<file path="config.mk">
export PLATFORM = sky130hd
export DESIGN_NAME = pmu_apb_master
export DESIGN_NICKNAME = d
export VERILOG_FILES = /design/src/rtl/pmu_apb_master.sv
export SDC_FILE = /design/constraint.sdc
export NUM_CORES = 1
export LEC_CHECK = 0
export CAP_MARGIN = 10
export CORE_ASPECT_RATIO = 0.75
export CORE_UTILIZATION = 30
export CTS_CLUSTER_DIAMETER = 30
export DETAILED_ROUTE_END_ITERATION = 7
export GPL_ROUTABILITY_DRIVEN = 1
export HOLD_SLACK_MARGIN = 0.03
export PLACE_DENSITY = 0.5
export RECOVER_POWER = 100
export SLEW_MARGIN = 40
export SYNTH_ARGS = -nofsm -noshare
export SYNTH_HDL_FRONTEND = slang
export SYNTH_SLANG_ARGS = --single-unit
</file>
<file path="constraint.sdc">
create_clock -name pclk -period 3.4 [get_ports pclk]
set_input_delay 0.51 -clock pclk [delete_from_list [all_inputs] [get_ports pclk]]
set_output_delay 0.51 -clock pclk [all_outputs]
set_load 0.01 [all_outputs]
</file>
<file path="src/rtl/pmu_apb_master.sv">
// pmu_apb_master
// APB initiator that programs PMU registers on behalf of an on-chip requester.
// Register commands are buffered in a small FIFO and issued in order as APB
// SETUP/ACCESS transfers. Each command gets exactly one response: OK, SLVERR
// or TIMEOUT.
//
// Ports:
//   pclk, preset            clock; synchronous active-high reset
//   cmd_valid/cmd_ready     command handshake (cmd_ready = FIFO not full)
//   cmd_write/addr/wdata/strb  command payload
//   rsp_valid/rsp_ready     response handshake
//   rsp_rdata/rsp_err       response payload (err: 00 OK, 01 SLVERR, 10 TIMEOUT)
//   psel..pstrb             APB request outputs
//   prdata/pready/pslverr   APB completion inputs
//   busy                    FIFO non-empty or transfer in progress
//   err_count               saturating count of non-OK responses
module pmu_apb_master #(
  parameter int FIFO_DEPTH = 4,
  parameter int TIMEOUT    = 255,
  parameter int ERR_CNT_W  = 8
) (
  input  logic                 pclk,
  input  logic                 preset,
  input  logic                 cmd_valid,
  output logic                 cmd_ready,
  input  logic                 cmd_write,
  input  logic [31:0]          cmd_addr,
  input  logic [31:0]          cmd_wdata,
  input  logic [3:0]           cmd_strb,
  output logic                 rsp_valid,
  input  logic                 rsp_ready,
  output logic [31:0]          rsp_rdata,
  output logic [1:0]           rsp_err,
  output logic                 psel,
  output logic                 penable,
  output logic                 pwrite,
  output logic [31:0]          paddr,
  output logic [31:0]          pwdata,
  output logic [3:0]           pstrb,
  input  logic [31:0]          prdata,
  input  logic                 pready,
  input  logic                 pslverr,
  output logic                 busy,
  output logic [ERR_CNT_W-1:0] err_count
);

  localparam int AW   = $clog2(FIFO_DEPTH);
  localparam int WC_W = (TIMEOUT > 1) ? $clog2(TIMEOUT) : 1;
  localparam logic [WC_W-1:0] WC_LAST = WC_W'((TIMEOUT > 0) ? TIMEOUT - 1 : 0);
  localparam logic [AW:0]     FULL_CNT = (AW + 1)'(FIFO_DEPTH);

  typedef struct packed {
    logic        write;
    logic [31:0] addr;
    logic [31:0] wdata;
    logic [3:0]  strb;
  } cmd_t;

  typedef enum logic [1:0] {IDLE, SETUP, ACCESS, RESP} state_t;

  state_t state, state_nxt;

  // Command FIFO
  cmd_t          mem [FIFO_DEPTH];
  logic [AW-1:0] wr_ptr, rd_ptr;
  logic [AW:0]   count;
  logic          full, empty, push, pop;
  cmd_t          head;

  assign full      = (count == FULL_CNT);
  assign empty     = (count == '0);
  assign cmd_ready = ~full;
  assign push      = cmd_valid & ~full;
  assign head      = mem[rd_ptr];

  always_ff @(posedge pclk) begin
    if (push) mem[wr_ptr] <= '{write: cmd_write, addr: cmd_addr,
                               wdata: cmd_wdata, strb: cmd_strb};
  end

  always_ff @(posedge pclk) begin
    if (preset) begin
      wr_ptr <= '0;
      rd_ptr <= '0;
      count  <= '0;
    end else begin
      if (push) wr_ptr <= wr_ptr + 1'b1;
      if (pop)  rd_ptr <= rd_ptr + 1'b1;
      case ({push, pop})
        2'b10:   count <= count + 1'b1;
        2'b01:   count <= count - 1'b1;
        default: count <= count;
      endcase
    end
  end

  // FSM
  logic [WC_W-1:0] wait_cnt;
  logic            tmo_hit, done, abort;

  assign tmo_hit = (TIMEOUT != 0) && !pready && (wait_cnt == WC_LAST);

  always_ff @(posedge pclk) begin
    if (preset) state <= IDLE;
    else        state <= state_nxt;
  end

  always_comb begin
    state_nxt = state;
    pop       = 1'b0;
    done      = 1'b0;
    abort     = 1'b0;
    case (state)
      IDLE: begin
        if (!empty) begin
          pop       = 1'b1;
          state_nxt = SETUP;
        end
      end
      SETUP: state_nxt = ACCESS;
      ACCESS: begin
        // pready in the last allowed cycle takes priority over the abort
        if (pready) begin
          done      = 1'b1;
          state_nxt = RESP;
        end else if (tmo_hit) begin
          abort     = 1'b1;
          state_nxt = RESP;
        end
      end
      RESP: begin
        if (rsp_ready) begin
          if (!empty) begin
            pop       = 1'b1;
            state_nxt = SETUP;
          end else begin
            state_nxt = IDLE;
          end
        end
      end
      default: state_nxt = IDLE;
    endcase
  end

  assign busy = (state != IDLE) | ~empty;

  // APB and response datapath; psel/penable are registered from the next state
  always_ff @(posedge pclk) begin
    if (preset) begin
      psel      <= 1'b0;
      penable   <= 1'b0;
      pwrite    <= 1'b0;
      paddr     <= '0;
      pwdata    <= '0;
      pstrb     <= '0;
      wait_cnt  <= '0;
      rsp_valid <= 1'b0;
      rsp_rdata <= '0;
      rsp_err   <= '0;
      err_count <= '0;
    end else begin
      psel      <= (state_nxt == SETUP) || (state_nxt == ACCESS);
      penable   <= (state_nxt == ACCESS);
      rsp_valid <= (state_nxt == RESP);

      if (pop) begin
        pwrite <= head.write;
        paddr  <= head.addr;
        pwdata <= head.write ? head.wdata : '0;
        pstrb  <= head.write ? head.strb  : '0;
      end

      if (state == SETUP)
        wait_cnt <= '0;
      else if (state == ACCESS && !pready)
        wait_cnt <= wait_cnt + 1'b1;

      if (done) begin
        rsp_rdata <= (!pwrite && !pslverr) ? prdata : '0;
        rsp_err   <= pslverr ? 2'b01 : 2'b00;
      end else if (abort) begin
        rsp_rdata <= '0;
        rsp_err   <= 2'b10;
      end

      if (((done && pslverr) || abort) && (err_count != '1))
        err_count <= err_count + 1'b1;
    end
  end

endmodule

</file>
==> results of run 1 <==
==> cells by family (layout without fill, tap and decap cells) <==
logic type / after synthesis / count (layout) / share of synthesized area [%]
flops: 409 / 409 / 73.4
simple gates: 206 / 206 / 6.15
compound gates: 138 / 138 / 6.06
mux: 70 / 70 / 10.5
buf+inv: 67 / 402 / 1.91
fa+ha+maj: 17 / 17 / 1.48
xor+xnor: 8 / 8 / 0.470
other cells: 0 / 5 / 0
==> metal layers <==
layer | share of wire [%] | GRT usage, %
met5 | 0.16 | 0
met4 | 2.2 | 4.73
met3 | 7.1 | 5.85
met1 | 45 | 18.5
met2 | 45 | 21.9
==> power breakdown <==
part / total [mW] / switching, mW / internal (mW)
sequential: 6.44 / 0.311 / 6.13
clock: 8.13 / 2.71 / 5.42
combinational: 3.20 / 1.83 / 1.36
total: 17.8 / 4.85 / 12.9
==> path summary, 6_finish.rpt <==
path,from,end,slack [ps],depth (start not counted)
min reg2reg,paddr[29],paddr[29],450,2
max reg2reg,count[0],mem[0][52],550,3
max,count[0],busy,540,3
min,preset,paddr[29],420,2
==> through the flow <==
stage          std cells  utilization [%]
2_1_floorplan        915                -
3_3_place_gp        1748             36.7
3_5_place_dp        1748             36.7
4_1_cts             1898             42.6
5_1_grt             1898             42.4
6_report            1903             42.4
==> sequential cells by signal, indices dropped and copies added (netlist names), named ones only <==
register   cells
rsp_err        2
pstrb          4
rsp_rdata     32
pwdata        32
wait_cnt       8
state          2
rd_ptr         2
pwrite         1
mem          276
penable        1
err_count      8
psel           1
count          3
wr_ptr         2
rsp_valid      1
paddr         32
==> final cells by class <==
class | instances | area share [%]
Inverter | 14 | 0.254
Sequential cell | 409 | 52.9
Multi-Input combinational cell | 439 | 17.7
Clock buffer | 96 | 10.6
Timing Repair Buffer | 238 | 11.3
Tap cell | 648 | 3.91
Clock inverter | 54 | 3.20
Antenna cell | 5 | 0.0604
==> placed cells by master (no fill, tap or decap), types with 10 or more instances in the layout <==
cell type,n
edfxtp_1,276
dlygate4sd3_1,184
dfxtp_1,131
nor2_1,85
clkbuf_16,84
nand2_1,76
mux4_2,69
a22oi_1,68
a21oi_1,50
clkdlybuf4s50_1,37
clkinv_2,17
ha_1,16
inv_1,14
bufinv_16,10
clkinv_4,10
==> results.py, run 1 <==
metrics = {
    "sta": {
        "finalSetupViolations": 0,
        "timing.slew.headroom_pct": -41.8,
        "hold_viol": 0,
        "totalNegativeSetupSlack_ps": 0,
        "post-route-period-util_pct": 84.1,
        "timing.fmax_ghz": 0.350,
        "worstMarginPinSlew_ps": 2130,
        "slew_violations": 162,
        "fin_hold_ws_ps": 424,
        "setup_ws_ps": 539,
        "rsz0062_at_grt": "false",
        "period_needed_ps": 2860,
        "fin_skew_ps": 29.7,
    },
    "routing": {
        "via_count": 8820,
        "drtPass1Iterations": 4,
        "via_per_inst": 4.63,
        "finalWirelength_um": 35900,
        "drc_errors": 0,
        "ant_nets": 0,
        "drt_first_iter_violations": 461,
        "wire_per_inst_um": 18.9,
    },
    "floorplan": {
        "io_pins": 223,
        "core_area_um2": 48900,
        "die-height_um": 195,
        "dieArea_um2": 50600,
        "initial_core_util_pct": 30.5,
        "fp.dieW_um": 259,
        "num_rows": 70,
    },
    "final_layout": {
        "fin_area_um2": 20700,
        "regArea_um2": 11000,
        "multi_input_area_um2": 3680,
        "drive_above_1_share_pct": 18.8,
        "nets": 1308,
        "n_fill_cell": 4364,
        "area_growth_pct": 38.9,
    },
    "critical_path": {
        "path_class": "reg2out",
        "slowest_stage": "nor3_1",
        "crit_buf_inv": 1,
        "critPathMaxFanout": 6,
        "critPathMaxStageDelay_ps": 670,
        "cp-start-kind": "flip-flop",
        "crit_chain": "nor3_1, nand2_1, clkdlybuf4s50_1",
        "arrival_ps": 2350,
        "cp_top_family": "simple AND/OR/NAND/NOR gates",
        "end_kind": "output port",
        "worstPathRequired_ps": 2890,
    },
    "clocking": {
        "root_buffer": "clkbuf_16",
        "clk_pin_slew_worst_paths_ps": 40,
        "numCtsBuffers": 82,
        "clkSinkCount": 409,
        "post_cts_buffers": 0,
        "clockBufferDepth": 3,
        "cts-hold-fix-buffers": 0,
        "cts_tree": "done",
        "ctsResizeCount": 0,
        "clock_latency_ps": 610,
        "h-tree-depth": 3,
    },
    "logic_synthesis": {
        "async_reset_ff_share_pct": 0,
        "syn_nets": 1039,
        "synth-seq-cells": 409,
        "yosysMostFrequentCell": "edfxtp_1",
        "synth_top_flop_cell": "edfxtp_1",
        "synth_edf_count": 276,
        "yosys.area.top_type": "edfxtp_1",
        "synth_cells": 915,
        "synth_cell_types": 44,
        "yosysWarnings": 0,
        "yosysSeqAreaShare_pct": 73.4,
        "synth_area_um2": 14900,
        "synthTopCellsByCount": "276 x edfxtp_1, 133 x dfxtp_1, 85 x nor2_1",
        "syn_area_per_cell_um2": 16.3,
        "synthTopCellsByArea": "edfxtp_1 56%, dfxtp_1 18%, mux4_2 10%, a22oi_1 3.4%, nor2_1 2.1%",
        "netlist.area_leader.share_pct": 55.6,
    },
    "power": {
        "p_leak_nw": 7.34,
        "power_mw": 17.8,
        "powerDensity_nw_per_um2": 858,
        "vdd_drop_max_uv": 575,
    },
    "placed_design": {
        "gp_congestion": 0.721,
        "dp_hpwl_um": 19600,
        "dpl_worst_slack_ps": 512,
        "placed_area_um2": 18000,
        "io_buffers": 222,
    },
    "job": {
        "cap_viol_max_count": 3,
    },
    "grt": {
        "antenna_found_initial": 11,
        "grt_max_degree": 72,
        "grt_pass1_wl_um": 54800,
        "grt_pass1_vias": 9177,
        "grt_use_total_pct": 14.4,
        "grt.overflow.total": 0,
    },
    "outcome": {
        "failed_checks": "max-capacitance violations, max-slew violations",
        "status": "finished with violations",
    },
    "worst_hold_path": {
        "min-delay-path-class": "in2reg",
    },
}
Note: power is estimated with default switching activity, not from simulation.
==> run 2: changes to the inputs <==
==> constraint.sdc (replaced) <==
create_clock -name pclk -period 2.9 [get_ports pclk]
set_input_delay 0.435 -clock pclk [delete_from_list [all_inputs] [get_ports pclk]]
set_output_delay 0.435 -clock pclk [all_outputs]
set_load 0.01 [all_outputs]
==> run 2 against run 1 <==
Against the previous run:
- the flow still finishes with violations (max-capacitance violations, max-slew violations)
- combinational power grew 18%
- clock power grew 23%
- sequential power grew 17%
- worst hold slack lost 56 ps
- first-iteration DRC count shrank 7.4%
- clock skew grew 8.6 ps
- count of clock-buffer cells in the layout grew 5
- critical path type is now reg2reg
- critical endpoint is now count[2]
==> results.py, run 2 (synthesis gave the netlist of run 1 again) <==
metrics = {
    "outcome": {
        "status": "finished with violations",
        "failed_checks": "max-capacitance violations, max-slew violations",
    },
    "routing": {
        "via_count": 8819,
        "ant_nets": 0,
        "drtPass1Iterations": 4,
        "wire_per_inst_um": 18.3,
        "drt_first_iter_violations": 427,
        "finalWirelength_um": 35100,
        "drc_errors": 0,
        "via_per_inst": 4.59,
    },
    "final_layout": {
        "finish.cell_count_without_fillers": 1921,
        "area_growth_pct": 40.8,
        "final_common_cell": "edfxtp_1",
        "nets": 1317,
        "top_register": "mem",
        "drive_above_1_share_pct": 19.4,
        "utilization_pct": 43.0,
        "final_cell_mix": "276 x edfxtp_1, 185 x dlygate4sd3_1, 131 x dfxtp_1",
        "largest_reg_flops": 276,
    },
    "sta": {
        "post-route-period-util_pct": 91.6,
        "period_needed_ps": 2660,
        "worstMarginPinSlew_ps": 1510,
        "fin_hold_ws_ps": 368,
        "fin_skew_ps": 38.4,
        "rsz0062_at_grt": "false",
        "timing.slew.headroom_pct": -0.453,
        "slew_violations": 44,
        "totalNegativeSetupSlack_ps": 0,
        "finalSetupViolations": 0,
        "timing.fmax_ghz": 0.376,
        "hold_viol": 0,
    },
    "critical_path": {
        "arrival_ps": 3170,
        "end_kind": "flip-flop",
        "cp-start-kind": "flip-flop",
        "critPathMaxStageDelay_ps": 400,
        "cpMostUsedCell": "inv_1",
        "path_class": "reg2reg",
        "slowest_stage": "or3_4",
        "worstPathRequired_ps": 3420,
        "crit_chain": "inv_1, ha_1, or3_4, inv_1, ha_1, inv_1, fa_1, xor2_1, or3_1, a21oi_1",
        "critPathMaxFanout": 4,
    },
    "floorplan": {
        "dieArea_um2": 50600,
        "io_pins": 223,
        "fp.dieW_um": 259,
        "core_area_um2": 48900,
        "initial_core_util_pct": 30.5,
        "num_rows": 70,
        "die-height_um": 195,
    },
    "placed_design": {
        "dp_hpwl_um": 20300,
        "gp_congestion": 0.722,
        "placed_cells": 1753,
        "io_buffers": 222,
    },
    "clocking": {
        "h-tree-depth": 3,
        "root_buffer": "clkbuf_16",
        "clockBufferDepth": 3,
        "ctsResizeCount": 0,
        "numCtsBuffers": 86,
        "clkSinkCount": 409,
        "cts_tree": "done",
        "clk_pin_slew_worst_paths_ps": 50,
        "cts-hold-fix-buffers": 0,
        "clock_latency_ps": 620,
        "post_cts_buffers": 0,
    },
    "power": {
        "comb_power_share_pct": 17.8,
        "p_int_mw": 15.6,
        "powerDensity_nw_per_um2": 1020,
        "seqPwrFrac_pct": 35.2,
        "p_leak_nw": 7.44,
        "switchingPower_mw": 5.79,
        "p_clk_share_pct": 47.0,
        "swShare_pct": 27.1,
        "vdd_drop_max_uv": 525,
    },
    "grt": {
        "grt.overflow.total": 0,
        "antenna_found_initial": 13,
        "grt_use_total_pct": 14.1,
        "grt_pass1_wl_um": 54200,
        "grt_pass1_vias": 9092,
        "grt_max_degree": 69,
    },
    "job": {
        "cap_viol_max_count": 1,
    },
    "worst_hold_path": {
        "min-delay-path-class": "in2reg",
    },
}
run 2: cell types whose count changed in the layout (fill, tap and decap cells not counted), sizes merged, moves of 2 or more:
cell / change
clkbuf: +8
diode: +2
bufinv: +2
inv: +4
buf: +2
run 2: worst max-delay path, delay by kind of cell, from the launching register on:
| family | cells | cell delay (ps) |
|---|---|---|
| AO/OA/AOI/OAI | 1 | 150 |
| XOR/XNOR | 1 | 160 |
| adder cells (fa/ha/maj) | 3 | 890 |
| buffers and inverters | 3 | 260 |
| flip-flops | 1 | 390 |
| AND/OR/NAND/NOR | 2 | 720 |
run 2: layer usage:
| layer | vias up | GRT usage (%) | share of wire, % |
|---|---|---|---|
| met4 | 10 | 4.86 | 2.1 |
| met1 | 4373 | 18.3 | 45 |
| li1 | 4120 | - | - |
| met2 | 232 | 21.5 | 45 |
| met5 | - | 0 | 0.18 |
| met3 | 84 | 5.27 | 6.8 |
run 2: final cells by class:
class | instances | area, um2
repair buffers | 243 | 2410
clock buffers | 101 | 2250
inverters | 14 | 52.6
fillers | 4371 | 27900
clock inverters | 60 | 811
diodes | 7 | 17.5
well taps | 648 | 811
flip-flops and latches | 409 | 11000
multi-input cells | 439 | 3680
run 2: worst paths after layout:
kind / from / end / slack [ps] / cells past startpoint
max: state[1] / count[2] / 240 / 10
min: preset / pstrb[1] / 370 / 2
max reg2reg: state[1] / count[2] / 240 / 10
min reg2reg: rsp_err[0] / rsp_err[0] / 450 / 2
run 2: stage by stage:
step           total power, mW  setup slack (ps)  area, um2
2_1_floorplan             9.83              86.3      14900
3_3_place_gp              11.7               145      18000
3_5_place_dp              11.8              95.8      18000
4_1_cts                   22.0               250      21100
5_1_grt                   22.4              83.6      21000
6_report                  21.4               243      21000
run 2: power by group through the flow:
stage / clock network (mW) / logic, mW / registers, mW
after detailed placement: 0 / 4.11 / 7.64
after CTS: 10.3 / 4.14 / 7.55
final: 10.0 / 3.79 / 7.52
after floorplan: 0 / 2.12 / 7.72
after global routing: 10.6 / 4.19 / 7.62
after global placement: 0 / 4.09 / 7.63
==> run 3: changes to the inputs <==
--- a/config.mk
+++ b/config.mk
@@ -7,13 +7,14 @@
 export LEC_CHECK = 0
 export CAP_MARGIN = 10
 export CORE_ASPECT_RATIO = 0.75
-export CORE_UTILIZATION = 30
+export CORE_UTILIZATION = 40
 export CTS_CLUSTER_DIAMETER = 30
 export DETAILED_ROUTE_END_ITERATION = 7
 export GPL_ROUTABILITY_DRIVEN = 1
 export HOLD_SLACK_MARGIN = 0.03
-export PLACE_DENSITY = 0.5
+export PLACE_DENSITY = 0.65
 export RECOVER_POWER = 100
+export SKIP_CTS_REPAIR_TIMING = 1
 export SLEW_MARGIN = 40
 export SYNTH_ARGS = -nofsm -noshare
 export SYNTH_HDL_FRONTEND = slang
==> constraint.sdc (replaced) <==
create_clock -name pclk -period 2.4 [get_ports pclk]
set_input_delay 0.36 -clock pclk [delete_from_list [all_inputs] [get_ports pclk]]
set_output_delay 0.36 -clock pclk [all_outputs]
set_load 0.01 [all_outputs]
==> run 3 against run 2 <==
Against the previous run:
- the run now ends clean
- highest routed layer unchanged
- non-clock buffer count increased by 20
- critical endpoint unchanged
- largest power group unchanged
- count of clock-buffer cells in the layout decreased by 19
- die area is 25% lower
==> results.py, run 3 (synthesis gave the netlist of run 1 again) <==
metrics = {
    "placed_design": {
        "dpl_worst_slack_ps": -323,
        "gp_congestion": 0.745,
        "dp_hpwl_um": 19300,
        "io_buffers": 222,
        "placed_area_um2": 18000,
    },
    "clocking": {
        "numCtsBuffers": 70,
        "clkSinkCount": 409,
        "cts_tree": "done",
        "clock_latency_ps": 580,
        "clockBufferDepth": 3,
        "h-tree-depth": 3,
        "clk_pin_slew_worst_paths_ps": 50,
        "root_buffer": "clkbuf_16",
    },
    "sta": {
        "timing.slew.headroom_pct": 40.3,
        "fin_skew_ps": 31.1,
        "timing.fmax_ghz": 0.434,
        "hold_viol": 0,
        "rsz0062_at_grt": "false",
        "finalSetupViolations": 0,
        "fin_hold_ws_ps": 273,
        "period_needed_ps": 2300,
        "post-route-period-util_pct": 95.9,
        "worstMarginPinSlew_ps": 895,
        "slew_violations": 0,
        "setup_ws_ps": 98.3,
    },
    "worst_hold_path": {
        "min-delay-path-class": "in2reg",
        "min_to": "paddr[17]",
        "worstHoldPathCells": 2,
        "hp-start": "preset",
    },
    "critical_path": {
        "arrival_ps": 2790,
        "critPathMaxFanout": 3,
        "path_class": "reg2reg",
        "r2r_cells": 10,
        "cp-start-kind": "flip-flop",
        "rr_endpoint": "count[2]",
        "r2r_setup_slack_ps": 100,
        "r2r-start": "state[0]",
        "end_kind": "flip-flop",
        "worstPathRequired_ps": 2890,
    },
    "routing": {
        "drtPass1Iterations": 4,
        "wire_per_inst_um": 18.5,
        "drt_first_iter_violations": 532,
        "met1_length_um": 14600,
        "met2RoutedLength_um": 15400,
        "via_per_inst": 5.04,
        "drc_errors": 0,
        "finalWirelength_um": 32500,
        "via_count": 8851,
        "wl_met3_um": 1930,
        "highest_layer": "met5",
        "ant_nets": 0,
    },
    "grt": {
        "grt_pass1_vias": 9075,
        "grt.overflow.total": 0,
        "antenna_found_initial": 7,
        "grt_use_total_pct": 17.5,
        "grt_pass1_wl_um": 50900,
        "grt_max_degree": 52,
    },
    "final_layout": {
        "n_fill_cell": 2905,
        "final_common_cell": "edfxtp_1",
        "largest_reg_flops": 276,
        "top_register": "mem",
        "area_growth_pct": 36.1,
        "nets": 1321,
        "final_cell_mix": "276 x edfxtp_1, 183 x dlygate4sd3_1, 129 x dfxtp_1",
        "fin_area_um2": 20300,
        "utilization_pct": 56.0,
        "drive_above_1_share_pct": 19.4,
    },
    "floorplan": {
        "die-height_um": 169,
        "dieArea_um2": 38100,
        "fp.dieW_um": 225,
        "io_pins": 223,
        "num_rows": 60,
        "core_area_um2": 36300,
        "initial_core_util_pct": 41.1,
    },
    "power": {
        "vdd_drop_max_uv": 660,
        "powerDensity_nw_per_um2": 1170,
        "p_leak_nw": 7.25,
        "power_mw": 23.7,
    },
    "job": {
        "cap_viol_max_count": 0,
    },
    "outcome": {
        "status": "finished, final reports clean",
    },
}
-- run 3: changes by cell type in the layout (fill, tap and decap cells not counted), sizes merged --
cell / previous run / this run
dlygate4sd3: 185 / 183
buf: 13 / 27
bufinv: 12 / 8
clkinvlp: 7 / 5
diode: 7 / 5
clkinv: 31 / 21
clkbuf: 110 / 98
inv: 24 / 28
clkdlybuf4s50: 36 / 37
-- run 3: area by class of cell --
class / count / area (um2) / share of cell area (%)
flip-flops and latches: 409 / 11000 / 54.0
multi-input cells: 439 / 3690 / 18.2
repair buffers: 263 / 2530 / 12.5
clock buffers: 82 / 1830 / 9.01
well taps: 496 / 621 / 3.06
clock inverters: 48 / 592 / 2.92
inverters: 14 / 52.6 / 0.259
diodes: 5 / 12.5 / 0.0617
-- run 3: layer usage --
metal  up-vias  track usage, %
met3        53            4.95
met2       222            27.3
met5         -               0
met4         6            5.74
li1       4121               -
met1      4449            23.5
-- run 3: worst max path at each step --
stage / start / to / slack [ps]
floorplan: state[0] / count[2] / -220
CTS: state[0] / count[2] / -70
finish: state[0] / count[2] / 100
global route: state[0] / count[2] / 10
detailed placement: rsp_ready / count[2] / -320
global placement: rsp_ready / count[2] / -280
-- run 3: power breakdown --
part,switching [mW],internal (mW)
Clock,3.52,6.45
Combinational,2.50,2.09
Sequential,0.457,8.66
-- run 3: worst max-delay path: stages (launching register included) --
cell and delay [ps]:
dfxtp_2 340, inv_2 50, ha_4 230, or3_4 390
inv_2 70, ha_1 160, inv_1 60, fa_2 330
xor2_1 150, or3_1 300, a21oi_1 130
-- run 3: stage by stage --
stage	cells	TNS [ps]
CTS	1750	-72.8
floorplan	915	-222
global placement	1620	-321
global route	1754	0
detailed placement	1620	-481
finish	1756	0
==> variant 1: new RTL, flow settings as in run 3 <==
Register the output `err_count` once more, with the module's reset; this adds one clock of latency there. The other outputs are not delayed to match.
--- a/src/rtl/pmu_apb_master.sv
+++ b/src/rtl/pmu_apb_master.sv
@@ -59,4 +59,6 @@
   typedef enum logic [1:0] {IDLE, SETUP, ACCESS, RESP} state_t;
 
+  logic [ERR_CNT_W-1:0] err_count_s0;
+
   state_t state, state_nxt;
 
@@ -158,5 +160,5 @@
       rsp_rdata <= '0;
       rsp_err   <= '0;
-      err_count <= '0;
+      err_count_s0 <= '0;
     end else begin
       psel      <= (state_nxt == SETUP) || (state_nxt == ACCESS);
@@ -184,9 +186,17 @@
       end
 
-      if (((done && pslverr) || abort) && (err_count != '1))
-        err_count <= err_count + 1'b1;
+      if (((done && pslverr) || abort) && (err_count_s0 != '1))
+        err_count_s0 <= err_count_s0 + 1'b1;
     end
   end
 
+  always_ff @(posedge pclk) begin
+    if (preset) begin
+      err_count <= '0;
+    end else begin
+      err_count <= err_count_s0;
+    end
+  end
+
 endmodule
 
Check against the original RTL: not equivalent (Yosys sat finds a counterexample within 10 cycles, from zero or initial values and one cycle with preset high).
==> variant 1 against run 3 <==
Fmax rose by 1.4%. Synthesized area rose by 2.4%. Sequential cell count rose by 8. Power rose by 2.7%. Via count rose by 1.4%. Setup slack improved by 33 ps. Utilization fell by 0.45 points. Routed wire length rose by 2.3%. Final area rose by 2.1%. Combinational power rose by 3%. Critical path type unchanged. Critical endpoint unchanged. Highest routed layer is now met4.
==> variant 1: results (changes against run 3) <==
The detail-routed via count per cell is 5.03 (-0.21%), and the largest buffer count on any clock path is 3 (unchanged). The tools report the worst-case clock skew as 20.7 ps (-10.4 ps). Most common flop cell mapped by yosys: sky130_fd_sc_hd__edfxtp_1. The violation count after the first detailed-route iteration is 596 (+12%). Number of flip-flops under the largest register name: 276 (unchanged). For the number of iterations in the first detailed-routing pass, the log shows 5 (+1). For the leakage power, the log shows 7.39 nW (+2.0%). The slowest stage of the critical path is the sky130_fd_sc_hd__or3b_1 cell. The number of levels the H-tree was split into came out at 3 (unchanged). The logs give 0.726 (-2.5%) for the global placer's final weighted congestion and 56 (+7.7%) for the largest net degree at the start of global routing. The number of flops mapped to enable cells by yosys was 276 (unchanged); the count of cell types in the netlist was 46 (+4.5%). The highest net fanout along the worst path works out to 4 (+1). Yosys attributes the largest share of cell area to sky130_fd_sc_hd__edfxtp_1, sky130_fd_sc_hd__dfxtp_1, sky130_fd_sc_hd__mux4_2. Among cell families on the critical path, the largest total delay comes from simple AND/OR/NAND/NOR gates. The share of flip-flops with an asynchronous set or reset is 0% (unchanged), and the global-route wire length before repair is 51600 µm (+1.4%). The tools report the half-perimeter wire length after placement as 20600 µm (+7.0%). The share of layout cells above drive strength 1 is 20.3% (+0.95 points), and the port buffer count is 222 (unchanged). The met3 usage was 4.48% (-0.48 points); the met2 global-route usage was 27.8% (+0.52 points). The worst slew margin relative to its limit was 38.8% (-1.5 points). The run gives 2760 ps (-30 ps) as the signal arrival time at the worst endpoint.

More flip-flops sit in one register than any other, and that register is mem. Clock tree synthesis selected as its root buffer the cell sky130_fd_sc_hd__clkbuf_16. The total number of vias came out at 8978 (+1.4%). The part of the Yosys area used for sequential elements was 72.7% (-0.70 points); the maximum ir drop on the vdd rail was 653 µV (-1.1%).

The worst-skew pair later-pin latency was 570 ps; the CTS clock-pin slew for the worst setup and hold paths was 50 ps (about the same). The run gives 72 (+2.9%) as the TritonCTS buffer count. The synthesis warning total is 0 (unchanged), and the count of filler cells inserted in the layout is 2970 (+2.2%). By count the netlist is led by sky130_fd_sc_hd__edfxtp_1, sky130_fd_sc_hd__dfxtp_1, sky130_fd_sc_hd__nor2_1.

The tools report the final routed wirelength across all metal layers as 33300 µm (+2.3%). On the worst path, the slowest cell contributes a delay of 400 ps. The core footprint came out at 37300 µm² (+2.9%).

The number of global-route vias before repair is 9175 (+1.1%). Initial antenna violation count: 7 (unchanged). The flow ran to the end, and the final reports show no timing, DRC or antenna violations. Class of the worst hold path: in -> reg.

The global router's overall resource usage was 17.6% (+0.19 points); the layout net count was 1341 (+1.5%). The post-synth net total is 1052 (+1.3%), and the met1 routing resource usage after global routing is 23.5% (about the same).
-- variant 1: per-layer routing --
| layer | vias up | routed length [µm] |
|---|---|---|
| li1 | 4163 | - |
| met3 | 57 | 1990 |
| met1 | 4497 | 14900 |
| met5 | - | 0 |
| met2 | 261 | 15600 |
| met4 | 0 | 852 |
-- variant 1: logic make-up (layout without fill, tap and decap cells) --
family / Yosys count / in the layout / share of synthesized area (%)
compound gates: 130 / 130 / 6.53
other cells: 0 / 6 / 0
flops: 417 / 417 / 72.7
buf+inv: 64 / 411 / 1.92
fa+ha+maj: 17 / 17 / 1.44
xor+xnor: 8 / 8 / 0.459
mux: 74 / 74 / 10.5
simple gates: 218 / 218 / 6.37
-- variant 1: per-stage QoR --
step | worst slack (ps) | cell area, µm² | std cells | power (mW) | setup TNS, ps
global route | 20.9 | 20700 | 1782 | 25.5 | 0
global placement | -211 | 18500 | 1647 | 14.6 | -211
finish | 131 | 20700 | 1785 | 24.3 | 0
detailed placement | -231 | 18500 | 1647 | 14.7 | -301
CTS | -10.9 | 21000 | 1779 | 25.2 | -10.9
floorplan | -226 | 15300 | 928 | 12.3 | -226
-- variant 1: path summary, 6_finish.rpt --
check / start / end / slack, ps / cells past startpoint
min reg2reg: paddr[7] / paddr[7] / 450 / 2
max: count[1] / count[2] / 130 / 9
max reg2reg: count[1] / count[2] / 130 / 9
min: preset / pwdata[29] / 270 / 2
-- variant 1: worst reg2reg max path, cell delays in order, from the launching register on --
cell,delay (ps)
sky130_fd_sc_hd__dfxtp_1,360
sky130_fd_sc_hd__or3b_1,400
sky130_fd_sc_hd__and2_0,190
sky130_fd_sc_hd__inv_1,140
sky130_fd_sc_hd__ha_4,150
sky130_fd_sc_hd__inv_1,40
sky130_fd_sc_hd__fa_2,330
sky130_fd_sc_hd__xor2_1,150
sky130_fd_sc_hd__or3_1,310
sky130_fd_sc_hd__a21oi_1,130
-- variant 1: power by group --
part	total [mW]	internal, mW	switching (mW)
clock	10.3	6.82	3.53
sequential	9.27	8.79	0.472
combinational	4.72	2.15	2.56
-- variant 1: area by class of cell --
class	count	area [µm²]	area share, %
Tap cell	504	631	3.04
Clock inverter	47	603	2.91
Multi-Input combinational cell	447	3790	18.3
Timing Repair Buffer	267	2610	12.6
Antenna cell	6	15.0	0.0725
Clock buffer	85	1900	9.17
Sequential cell	417	11100	53.7
Inverter	12	45.0	0.217
==> variant 2: new RTL, settings of run 3 <==
Made on the original files. Set the parameter `ERR_CNT_W` to 6 (it was 8).
--- a/src/rtl/pmu_apb_master.sv
+++ b/src/rtl/pmu_apb_master.sv
@@ -18,5 +18,5 @@
   parameter int FIFO_DEPTH = 4,
   parameter int TIMEOUT    = 255,
-  parameter int ERR_CNT_W  = 8
+  parameter int ERR_CNT_W  = 6
 ) (
   input  logic                 pclk,
Interface: changed (resized err_count); port bits go from 223 to 221. The function was not compared with the original's and may differ.
==> variant 2 against run 3 <==
Synthesized area decreased by 1.3%. Final area decreased by 1.3%. Clock power decreased by 2.7%. Final cell count decreased by 5.2%. Sequential cell count decreased by 2. Power decreased by 1.6%. Routed wire length decreased by 0.93%. Setup slack got worse by 25 ps. Largest power group unchanged.
==> variant 2: results (changes against run 3) <==
The run finished with clean final reports. The XOR/XNOR share of the synthesized area came out at 0.655% (+0.18 points). The worst reg-to-reg setup slack was 70 ps (-30 ps). The sink of the worst hold path was rsp_rdata[3]. The run gives 4.07% (-0.89 points) as the met3 usage. For the half-perimeter wire length after placement, the log shows 20000 µm (+3.6%).

The part of the Yosys area used for sequential elements was 74.1% (+0.69 points); the port buffer count was 220 (-0.90%). The signal arrival time at the worst endpoint was 2800 ps (about the same); the leakage power was 7.19 nW (-0.90%). The final critical path time including I/O delays and setup works out to 2330 ps (+25.3 ps). The global placer's final weighted congestion is 0.779 (+4.6%), and the synthesized-area fraction occupied by adder cells is 1.50% (+0.019 points).

The global router's overall resource usage came out at 17.5% (+0.059 points). The instance count of the mapped netlist is 862 (-5.8%), and the highest net fanout along the worst path is 3 (unchanged). The logs give 560 ps (-20 ps) for the worst-skew pair later-pin latency and 3 (unchanged) for the number of levels the H-tree was split into.

The post-synth net total was 986 (-5.1%). The multiplexer area fraction after synthesis came out at 10.7% (+0.21 points). The placement-stage worst setup slack was -343 ps (-20.0 ps); the TritonCTS buffer count was 68 (-2.9%). The share of the synthesized area in compound gates (AO/OA/AOI/OAI) is 5.97% (-0.091 points), and the count of filler cells inserted in the layout is 2856 (-1.7%).

The stage delay of the slowest cell on the critical path is 410 ps (+20 ps), and the initial antenna violation count is 6 (-1). The run gives 570 µV (-14%) as the maximum ir drop on the vdd rail. The dominant combinational cell family by area after synthesis is multiplexers.

The share of layout cells above drive strength 1 works out to 19.5% (+0.12 points). Total number of vias: 8437 (-4.7%). The logs give 505 (-5.1%) for the violation count after the first detailed-route iteration and 23.8% (+0.22 points) for the met1 routing resource usage after global routing. In the synthesized netlist, the cells that appear most often are sky130_fd_sc_hd__edfxtp_1, sky130_fd_sc_hd__dfxtp_1, sky130_fd_sc_hd__nand2_1. The average detailed-routed wire length per instance was 19.4 µm (+4.5%). After synthesis, the cell types taking the most area are sky130_fd_sc_hd__edfxtp_1, sky130_fd_sc_hd__dfxtp_1, sky130_fd_sc_hd__mux4_2.

The met2 global-route usage is 27.6% (+0.31 points), and the smallest hold slack is 247 ps (-25.2 ps). The global-route wire length before repair came out at 50300 µm (-1.2%). The post-layout instance count excluding filler cells was 1665 (-5.2%); the number of global-route vias before repair was 8788 (-3.2%).

The number of iterations in the first detailed-routing pass is 5 (+1), and the worst slew margin relative to its limit is 24.7% (-16 points). The count of cell types in the netlist was 41 (-6.8%). The tools report the total placed instance area as 17800 µm² (-1.2%).

The instance count after placement with tap cells included is 1536 (-5.2%). The tools report the worst-case clock skew as 21.8 ps (-9.29 ps).
==> variant 2: layout make-up <==
cell class / count / area [µm²] / area share [%]
Inverter: 13 / 51.3 / 0.256
Clock buffer: 80 / 1800 / 8.98
Clock inverter: 45 / 542 / 2.71
Antenna cell: 4 / 10.0 / 0.0500
Tap cell: 465 / 582 / 2.91
Multi-Input combinational cell: 393 / 3560 / 17.8
Timing Repair Buffer: 258 / 2560 / 12.8
Sequential cell: 407 / 10900 / 54.5
==> variant 2: power by group <==
| group | internal, mW | switching, mW | leakage (nW) | total, mW |
|---|---|---|---|---|
| logic | 2.17 | 2.52 | 2.45 | 4.69 |
| clock network | 6.47 | 3.24 | 1.14 | 9.71 |
| registers | 8.53 | 0.378 | 3.60 | 8.91 |
==> variant 2: routing by layer <==
| layer | share of wire (%) | vias to the layer above |
|---|---|---|
| li1 | - | 3938 |
| met1 | 45 | 4224 |
| met2 | 48 | 211 |
| met3 | 4.9 | 60 |
| met4 | 2.4 | 4 |
| met5 | 0.068 | - |
